<file path="config.mk">
export PLATFORM = sky130hd
export DESIGN_NAME = fetch_controller
export DESIGN_NICKNAME = d
export VERILOG_FILES = /design/src/rtl/riscv_pkg.sv /design/src/rtl/fetch_controller_pc_register.sv /design/src/rtl/fetch_controller.sv
export SDC_FILE = /design/constraint.sdc
export NUM_CORES = 1
export LEC_CHECK = 0
export CORE_ASPECT_RATIO = 0.5
export CORE_MARGIN = 1
export CORE_UTILIZATION = 40
export DETAILED_ROUTE_END_ITERATION = 12
export HOLD_SLACK_MARGIN = 0.12
export PLACE_DENSITY = 0.73
export SYNTH_ARGS = -nofsm -noshare
export SYNTH_HDL_FRONTEND = slang
export SYNTH_SLANG_ARGS = --single-unit
</file>
<file path="constraint.sdc">
create_clock -name clock -period 2.42 [get_ports clock]
set_input_delay 0.484 -clock clock [delete_from_list [all_inputs] [get_ports clock]]
set_output_delay 0.484 -clock clock [all_outputs]
set_load 0.1 [all_outputs]
</file>
<file path="src/rtl/riscv_pkg.sv">
`default_nettype none
// ============================================================================
// Module      : riscv_pkg
// Description : Shared types and constants for the instruction fetch path.
// Revision    : 1.0 - initial release
// ============================================================================
package riscv_pkg;

    localparam int                     INSTR_WIDTH    = 32;
    localparam logic [INSTR_WIDTH-1:0] INSTR_NOP_HALT = 32'h0000_0000;
    localparam logic [31:0]            PC_STEP        = 32'd4;

    typedef enum logic [1:0] {
        IDLE = 2'd0,
        RUN  = 2'd1,
        HALT = 2'd2
    } fetch_state_t;

endpackage
`default_nettype wire

</file>
<file path="src/rtl/fetch_controller_pc_register.sv">
`default_nettype none
// ============================================================================
// Module      : pc_register
// Description : Program counter with reset/init, branch redirect, sequential
//               advance and an out-of-range flag for the fetch controller.
// Revision    : 1.0 - initial release
// ============================================================================
module pc_register
    import riscv_pkg::*;
#(
    parameter int          MEM_WORDS = 32,
    parameter logic [31:0] RESET_PC  = 32'h0
) (
    input  logic        clk_i,
    input  logic        rst_ni,
    input  logic        init_i,
    input  logic        redirect_i,
    input  logic [31:0] target_i,
    input  logic        advance_i,
    output logic [31:0] pc_o,
    output logic        out_of_range_o
);

    localparam logic [31:0] c_PC_LIMIT = 32'(MEM_WORDS * 4);

    logic [31:0] pc_q;
    logic [31:0] pc_d;

    // Next PC: init beats redirect beats advance; otherwise hold (covers stall).
    always_comb begin
        pc_d = pc_q;
        if (init_i) begin
            pc_d = RESET_PC;
        end else if (redirect_i) begin
            pc_d = target_i & ~32'h3;
        end else if (advance_i) begin
            pc_d = pc_q + PC_STEP;
        end
    end

    // PC state register with synchronous active-low reset.
    always_ff @(posedge clk_i) begin
        if (!rst_ni) begin
            pc_q <= RESET_PC;
        end else begin
            pc_q <= pc_d;
        end
    end

    assign pc_o           = pc_q;
    assign out_of_range_o = (pc_q >= c_PC_LIMIT);

endmodule
`default_nettype wire

</file>
<file path="src/rtl/fetch_controller.sv">
`default_nettype none
// ============================================================================
// Module      : fetch_controller
// Description : Instruction fetch sequencer. Arbitrates the instruction memory
//               between boot-time loading and execution fetch, tracks the
//               one-cycle read in flight and presents fetched words with a
//               valid flag. Handles stall, branch redirect and halt.
// Revision    : 1.0 - initial release
// ============================================================================
module fetch_controller
    import riscv_pkg::*;
#(
    parameter int          MEM_WORDS = 32,
    parameter logic [31:0] RESET_PC  = 32'h0
) (
    input  logic                         clock,
    input  logic                         reset,
    input  logic                         start,
    input  logic                         load_valid,
    output logic                         load_ready,
    input  logic [$clog2(MEM_WORDS)-1:0] load_addr,
    input  logic [31:0]                  load_data,
    output logic                         mem_we,
    output logic [$clog2(MEM_WORDS)-1:0] mem_waddr,
    output logic [31:0]                  mem_wdata,
    output logic [31:0]                  mem_raddr,
    input  logic [31:0]                  mem_rdata,
    input  logic                         stall,
    input  logic                         branch_taken,
    input  logic [31:0]                  branch_target,
    output logic [31:0]                  instr,
    output logic [31:0]                  instr_pc,
    output logic                         instr_valid,
    output logic                         halted
);

    fetch_state_t state_q, state_d;

    logic                   inflight_q, inflight_d;
    logic [31:0]            inflight_pc_q, inflight_pc_d;
    logic [INSTR_WIDTH-1:0] instr_q, instr_d;
    logic [31:0]            instr_pc_q, instr_pc_d;
    logic                   instr_valid_q, instr_valid_d;
    // The memory keeps re-reading the PC during a stall, which overwrites the
    // word that was in flight. That word is parked here on the first stalled
    // edge and used in place of mem_rdata when the stall releases.
    logic [INSTR_WIDTH-1:0] hold_q, hold_d;
    logic                   held_q, held_d;

    logic                   pc_init;
    logic                   pc_redirect;
    logic                   pc_advance;
    logic [31:0]            pc;
    logic                   pc_out_of_range;
    logic [INSTR_WIDTH-1:0] fetched;

    pc_register #(
        .MEM_WORDS (MEM_WORDS),
        .RESET_PC  (RESET_PC)
    ) u_pc_register (
        .clk_i          (clock),
        .rst_ni         (reset),
        .init_i         (pc_init),
        .redirect_i     (pc_redirect),
        .target_i       (branch_target),
        .advance_i      (pc_advance),
        .pc_o           (pc),
        .out_of_range_o (pc_out_of_range)
    );

    assign fetched = held_q ? hold_q : mem_rdata;

    // Next-state, in-flight tracking and output-register update.
    always_comb begin
        state_d       = state_q;
        inflight_d    = inflight_q;
        inflight_pc_d = inflight_pc_q;
        instr_d       = instr_q;
        instr_pc_d    = instr_pc_q;
        instr_valid_d = instr_valid_q;
        hold_d        = hold_q;
        held_d        = held_q;
        pc_init       = 1'b0;
        pc_redirect   = 1'b0;
        pc_advance    = 1'b0;

        case (state_q)
            IDLE: begin
                instr_valid_d = 1'b0;
                inflight_d    = 1'b0;
                held_d        = 1'b0;
                // A simultaneous load wins; start is dropped that cycle.
                if (start && !load_valid) begin
                    state_d = RUN;
                    pc_init = 1'b1;
                end
            end

            RUN: begin
                if (branch_taken) begin
                    pc_redirect   = 1'b1;
                    inflight_d    = 1'b0;
                    instr_valid_d = 1'b0;
                    held_d        = 1'b0;
                end else if (stall) begin
                    if (inflight_q && !held_q) begin
                        hold_d = mem_rdata;
                        held_d = 1'b1;
                    end
                end else begin
                    held_d = 1'b0;
                    if (inflight_q && (fetched == INSTR_NOP_HALT)) begin
                        state_d       = HALT;
                        instr_valid_d = 1'b0;
                        inflight_d    = 1'b0;
                    end else begin
                        if (inflight_q) begin
                            instr_d       = fetched;
                            instr_pc_d    = inflight_pc_q;
                            instr_valid_d = 1'b1;
                        end else begin
                            instr_valid_d = 1'b0;
                        end
                        // An out-of-range PC issues nothing; the last in-range
                        // word still drains before entering HALT.
                        if (pc_out_of_range) begin
                            inflight_d = 1'b0;
                            if (!inflight_q) begin
                                state_d = HALT;
                            end
                        end else begin
                            pc_advance    = 1'b1;
                            inflight_d    = 1'b1;
                            inflight_pc_d = pc;
                        end
                    end
                end
            end

            HALT: begin
                instr_valid_d = 1'b0;
                inflight_d    = 1'b0;
                held_d        = 1'b0;
            end

            default: begin
                state_d = IDLE;
            end
        endcase
    end

    // State, in-flight and output registers with synchronous active-low reset.
    always_ff @(posedge clock) begin
        if (!reset) begin
            state_q       <= IDLE;
            inflight_q    <= 1'b0;
            inflight_pc_q <= 32'h0;
            instr_q       <= '0;
            instr_pc_q    <= 32'h0;
            instr_valid_q <= 1'b0;
            hold_q        <= '0;
            held_q        <= 1'b0;
        end else begin
            state_q       <= state_d;
            inflight_q    <= inflight_d;
            inflight_pc_q <= inflight_pc_d;
            instr_q       <= instr_d;
            instr_pc_q    <= instr_pc_d;
            instr_valid_q <= instr_valid_d;
            hold_q        <= hold_d;
            held_q        <= held_d;
        end
    end

    // Loader owns the write port only in IDLE and never while reset is held.
    assign load_ready  = reset && (state_q == IDLE);
    assign mem_we      = load_ready && load_valid;
    assign mem_waddr   = load_addr;
    assign mem_wdata   = load_data;
    assign mem_raddr   = pc;
    assign instr       = instr_q;
    assign instr_pc    = instr_pc_q;
    assign instr_valid = instr_valid_q;
    assign halted      = (state_q == HALT);

endmodule
`default_nettype wire

</file>
; Word-level counts from Yosys, hierarchy flattened
; Cells that the tools add are included.
[word_totals]
ff_bits = 165
in_bits = 107
output_inout_bits = 137
[op_classes]
n_addsub = 1
order_cmp = 1
eq_ne = 9
mux = 31
n_bitwise = 6
reduce_logical = 20
[op_table]
columns = cell, count
row1 = two-way mux 32 bit, 3
row2 = adder 32 x 3 -> 32 bit (second input constant), 1
row3 = >= comparator 32 x 8 -> 1 bit (second input constant), 1
row4 = logical NOT 32 bit, 1
row5 = two-way mux 1 bit, 18
row6 = two-way mux 2 bit, 6
row7 = AND reduction 5 bit, 2
row8 = inequality test 3 bit (second input constant), 3
row9 = inequality test 2 bit (second input constant), 3
row10 = NOT 1 bit, 6
row11 = case mux 1 bit (2 select lines), 3
row12 = case mux 2 bit (3 select lines), 1
row13 = AND reduction 6 bit, 1
row14 = logical AND 1 bit, 5
row15 = inequality test 4 bit (second input constant), 1
row16 = AND reduction 2 bit, 2
row17 = AND reduction 4 bit, 1
row18 = nonzero test 2 bit, 2
row19 = OR reduction 2 bit, 2
row20 = OR reduction 3 bit, 1
row21 = == test 2 x 1 -> 1 bit (second input constant), 1
row22 = == test 2 bit (second input constant), 1
row23 = logical NOT 1 bit, 2
row24 = logical NOT 2 bit, 1

; Depth between registers and ports, before layout
[depth]
depth_word = 9
ltp_mapped = 9

; By module
; From an unflattened synthesis, not the netlist that was laid out.
[unflattened]
hier_cells = 911
area_unflattened_um2 = 8086.5
[modules_own_cells]
columns = mod, instances, cells_each, area_per_inst_um2
row1 = fetch_controller, 1, 667, 6228.5
row2 = pc_register, 1, 244, 1858.0

; Worst setup path after synthesis
; Ideal clock, no wire load.
[synth_path]
path_type = register to register
from = register u_pc_register.pc_q[25] (netlist: u_pc_register.pc_o[25])
to = register u_pc_register.pc_q[3] (netlist: u_pc_register.pc_o[3])
t_arrival_ns = 2.330
t_required_ns = 2.287
slack_ns = -0.043
stages_incl_launch_ff = 8
cell_sequence = dfxtp_1 -> nor4_1 -> nand3_1 -> or4_4 -> a31oi_4 -> buf_8 -> mux2i_1 -> a21oi_1
[synth_between]
elab_chain_len = 7
[synth_rtl]
columns = element, line_no
row1 = from (decl), fetch_controller_pc_register.sv:26  ; logic [31:0] pc_q;
row2 = from (signal assigned), fetch_controller_pc_register.sv:46  ; pc_q <= pc_d;
row3 = >= comparator 32 x 8 -> 1 bit, fetch_controller_pc_register.sv:51  ; assign out_of_range_o = (pc_q >= c_PC_LIMIT);
row4 = two-way mux 1 bit, fetch_controller.sv:126  ; if (pc_out_of_range) begin
row5 = two-way mux 1 bit, fetch_controller.sv:112  ; if (inflight_q && (fetched == INSTR_NOP_HALT)) begin
row6 = two-way mux 1 bit, fetch_controller.sv:105  ; end else if (stall) begin
row7 = two-way mux 1 bit, fetch_controller.sv:100  ; if (branch_taken) begin
row8 = two-way mux 1 bit, fetch_controller.sv:87  ; case (state_q)
row9 = nonzero test 2 bit (no line), -
; No other way between the ends.
; A chain may end at the register's enable or synchronous reset.

; Worst setup path after layout
[layout_path]
from = input port mem_rdata[9]
to = register instr_q[14] (netlist: instr[14])
[layout_between]
elab_chain_len = 5
[layout_rtl]
columns = element, line_no
row1 = from (decl), fetch_controller.sv:27  ; input logic [31:0] mem_rdata,
row2 = two-way mux 32 bit, fetch_controller.sv:71  ; assign fetched = held_q ? hold_q : mem_rdata;
row3 = logical NOT 32 bit, fetch_controller.sv:112
row4 = logical AND 1 bit, fetch_controller.sv:112
row5 = NOT 1 bit (no line), -
row6 = AND reduction 5 bit (no line), -
row7 = to (signal assigned), fetch_controller.sv:167  ; instr_q <= instr_d;
row8 = to (decl), fetch_controller.sv:41  ; logic [INSTR_WIDTH-1:0] instr_q, instr_d;
; No other way between the ends.

==> flow_summary.yaml <==
die:
  die_w_um: 186
  dieArea_mm2: 0.0175
  start_util_pct: 41.2
  core_area_mm2: 0.0164
  rows: 33
  io_pins: 244
  die_h_um: 94.0
critical_path:
  crit_start: "mem_rdata[9]"
  reg2reg_to: "instr[14]$_SDFFE_PN0P_"
  reg2reg_depth: 7
  worstSetupPathType: "in2reg"
  reg2reg_setup_slack_ns: 0.12
  cp.required_ns: 2.72
  arrival_ns: 2.66
  crit_path_start_kind: "primary input"
  cp-endpoint: "instr[14]$_SDFFE_PN0P_"
  r2r-start: "held_q$_SDFFE_PN0P_"
  worstPathMaxFanout: 20
  endpoint_kind: "flop"
yosys:
  seq_area_frac_synth_pct: 47.1
  yosys_warnings: 0
  synth_top_area_share_pct: 47.1
  synthCells: 716
  ys.flop_type: "dfxtp_1"
  synth.most_common_cell: "dfxtp_1"
  synth.distinct_cells: 48
  synth_area_leader_cell: "dfxtp_1"
  synth_area_leaders: "dfxtp_1, mux2i_1, nand2_1"
  yosys-top-cells-count: "dfxtp_1, nand2_1, mux2i_1"
  async_flop_share_pct: 0
  synth_enable_flop_cells: 0
  avgSynthCellArea_um2: 9.45
  netlist_area_mm2: 0.00676
  synth_seq_cells: 159
placement:
  gp_congestion: 0.806
  hpwl_mm: 12.3
  placedCellCount: 1081
  io_buffers: 163
  place_ws_ns: -0.364
layout:
  final_nets: 987
  areaGrowthSynthToFinish_pct: 34.8
  n_fill_cell: 1492
  num_antenna_cells: 0
  drive_above_1_share_pct: 24.0
  finalNonFillerCells: 1118
drt:
  viasPerCell: 4.89
  dr.pass1.iters: 4
  routed_wl_mm: 17.5
  drc_errors: 0
  via_count: 5465
  drtAntennaViolNets: 0
  wl_per_cell_um: 15.6
  drt_iter0_markers: 316
sta:
  setup_viol: 0
  fin_crit_sh_pct: 97.3
  timing.fmax_ghz: 0.425
  slew_violations: 0
  whs_ns: 0.459
  rsz0062_at_grt: "false"
  hold_viol: 0
  worst_pin_slew_ns: 0.695
  worst_slack_ns: 0.0643
  period_minus_slack_ns: 2.36
  skew_ns: 0.0119
  slew_headroom_pct: 53.7
  tns_ns: 0
power_and_ir_drop:
  clkPwrFrac_pct: 44.6
  comb_power_share_pct: 10.0
  swShare_pct: 26.0
  power_switching_w: 0.00152
  p_leak_nw: 3.77
  p_int_w: 0.00433
  power_frac_seq_pct: 45.5
  cellPowerDensity_mw_per_mm2: 641
  total_power_w: 0.00585
  worst_ir_drop_vdd_mv: 0.458
clocking:
  numCtsBuffers: 17
  clk_latency_ns: 0.42
  htree_levels: 4
  cts.sinks: 159
  cts_root_buf: "clkbuf_16"
  holdBufCountCts: 0
  cts_buffer_depth: 2
  clk_pin_slew_ns: 0.06
  cts_tree: "built"
global_routing:
  grt_pass1_wl_mm: 26.7
  grt_pass1_vias: 5142
  track_usage_pct: 19.8
  grt_overflow: 0
  grt_max_degree: 76
  antenna_found_initial: 0
outcome:
  status: "completed"
flow_run:
  max_cap_viol_count: 0
worst_hold_path:
  hp-class: "reg2reg"
power groups by stage:
stage	sequential (W)	combinational (W)	clock (W)
2_1_floorplan	0.00283	0.000493	0
3_3_place_gp	0.00272	0.000573	0
3_5_place_dp	0.00272	0.000577	0
4_1_cts	0.00266	0.000581	0.00268
5_1_grt	0.00266	0.000617	0.00280
6_report	0.00266	0.000584	0.00261
area by class of cell:
cell class              count  area (µm²)  share of cell area (%)
flip-flops and latches    159        3190                    35.0
multi-input cells         471        3100                    34.0
repair buffers            226        1960                    21.5
clock buffers              17         425                    4.66
well taps                 227         284                    3.11
clock inverters            15         148                    1.62
inverters                   3        11.3                   0.123
critical path: stages:
cell and delay [ns]:
clkdlybuf4s50_1 0.42, or4_1 0.56, o22ai_2 0.17, a21boi_4 0.30
a2111oi_4 0.10, buf_4 0.19, buf_4 0.21, o211a_1 0.23
sequential cells by signal, indices dropped and copies added (netlist names):
name	count
inflight_q	1
u_pc_register.pc_o	30
instr_pc	30
state_q	2
inflight_pc_q	30
held_q	1
hold_q	32
instr	32
instr_valid	1
kinds of logic (layout without fill, tap and decap cells):
family,count (synthesis),in the layout,share of synthesized area (%)
AO/OA/AOI/OAI,120,120,14.0
adder cells (fa/ha/maj),2,2,0.370
buffers and inverters,89,261,7.99
flip-flops,159,159,47.1
multiplexers,71,71,10.7
other,1,4,0.0554
AND/OR/NAND/NOR,274,274,19.8
repair_timing:
item,CTS,global route
gates resized for setup,0,8
gates cloned,0,2
buffers inserted,2,1
pin swaps,0,3
setup endpoints to repair,1,99
worst min path at each step:
| stage | from | to | depth (start not counted) | slack, ns |
|---|---|---|---|---|
| 5_1_grt | inflight_pc_q[16]$_SDFFE_PN0P_ | inflight_pc_q[16]$_SDFFE_PN0P_ | 1 | 0.48 |
| 6_report | inflight_pc_q[26]$_SDFFE_PN0P_ | inflight_pc_q[26]$_SDFFE_PN0P_ | 1 | 0.46 |
| 3_5_place_dp | inflight_pc_q[24]$_SDFFE_PN0P_ | inflight_pc_q[24]$_SDFFE_PN0P_ | 1 | 0.45 |
| 2_1_floorplan | inflight_pc_q[10]$_SDFFE_PN0P_ | inflight_pc_q[10]$_SDFFE_PN0P_ | 1 | 0.43 |
| 3_3_place_gp | inflight_pc_q[9]$_SDFFE_PN0P_ | inflight_pc_q[9]$_SDFFE_PN0P_ | 1 | 0.44 |
| 4_1_cts | inflight_pc_q[27]$_SDFFE_PN0P_ | inflight_pc_q[27]$_SDFFE_PN0P_ | 1 | 0.46 |
cell usage in the layout, fill, tap and decap left out, types with 6 or more instances in the layout:
master and count:
dfxtp_2 6, clkdlybuf4s50_1 66, nor2b_1 41, dfxtp_1 152, mux2i_1 70, nor4_1 15, clkbuf_16 18, o21ai_0 7
nor2_1 6, a21oi_1 31, buf_12 6, buf_4 150, nand4_1 7, inv_6 6, a21boi_0 34, nand2_1 151
and2_1 27, o211a_1 32
layer usage:
layer | part of all wire (%) | up-vias | track usage [%]
met2 | 48 | 123 | 33.4
li1 | - | 2736 | -
met3 | 5.6 | 23 | 4.96
met1 | 44 | 2583 | 24.2
met5 | 0 | - | 0
met4 | 1.7 | 0 | 8.47
stage by stage:
step,cell area [µm²],utilization (%)
after floorplan,6780,-
after global placement,8450,51.4
after detailed placement,8450,51.4
after CTS,9040,55.0
after global routing,9120,55.5
final,9120,55.5
Note: power is estimated with default switching activity, not from simulation.
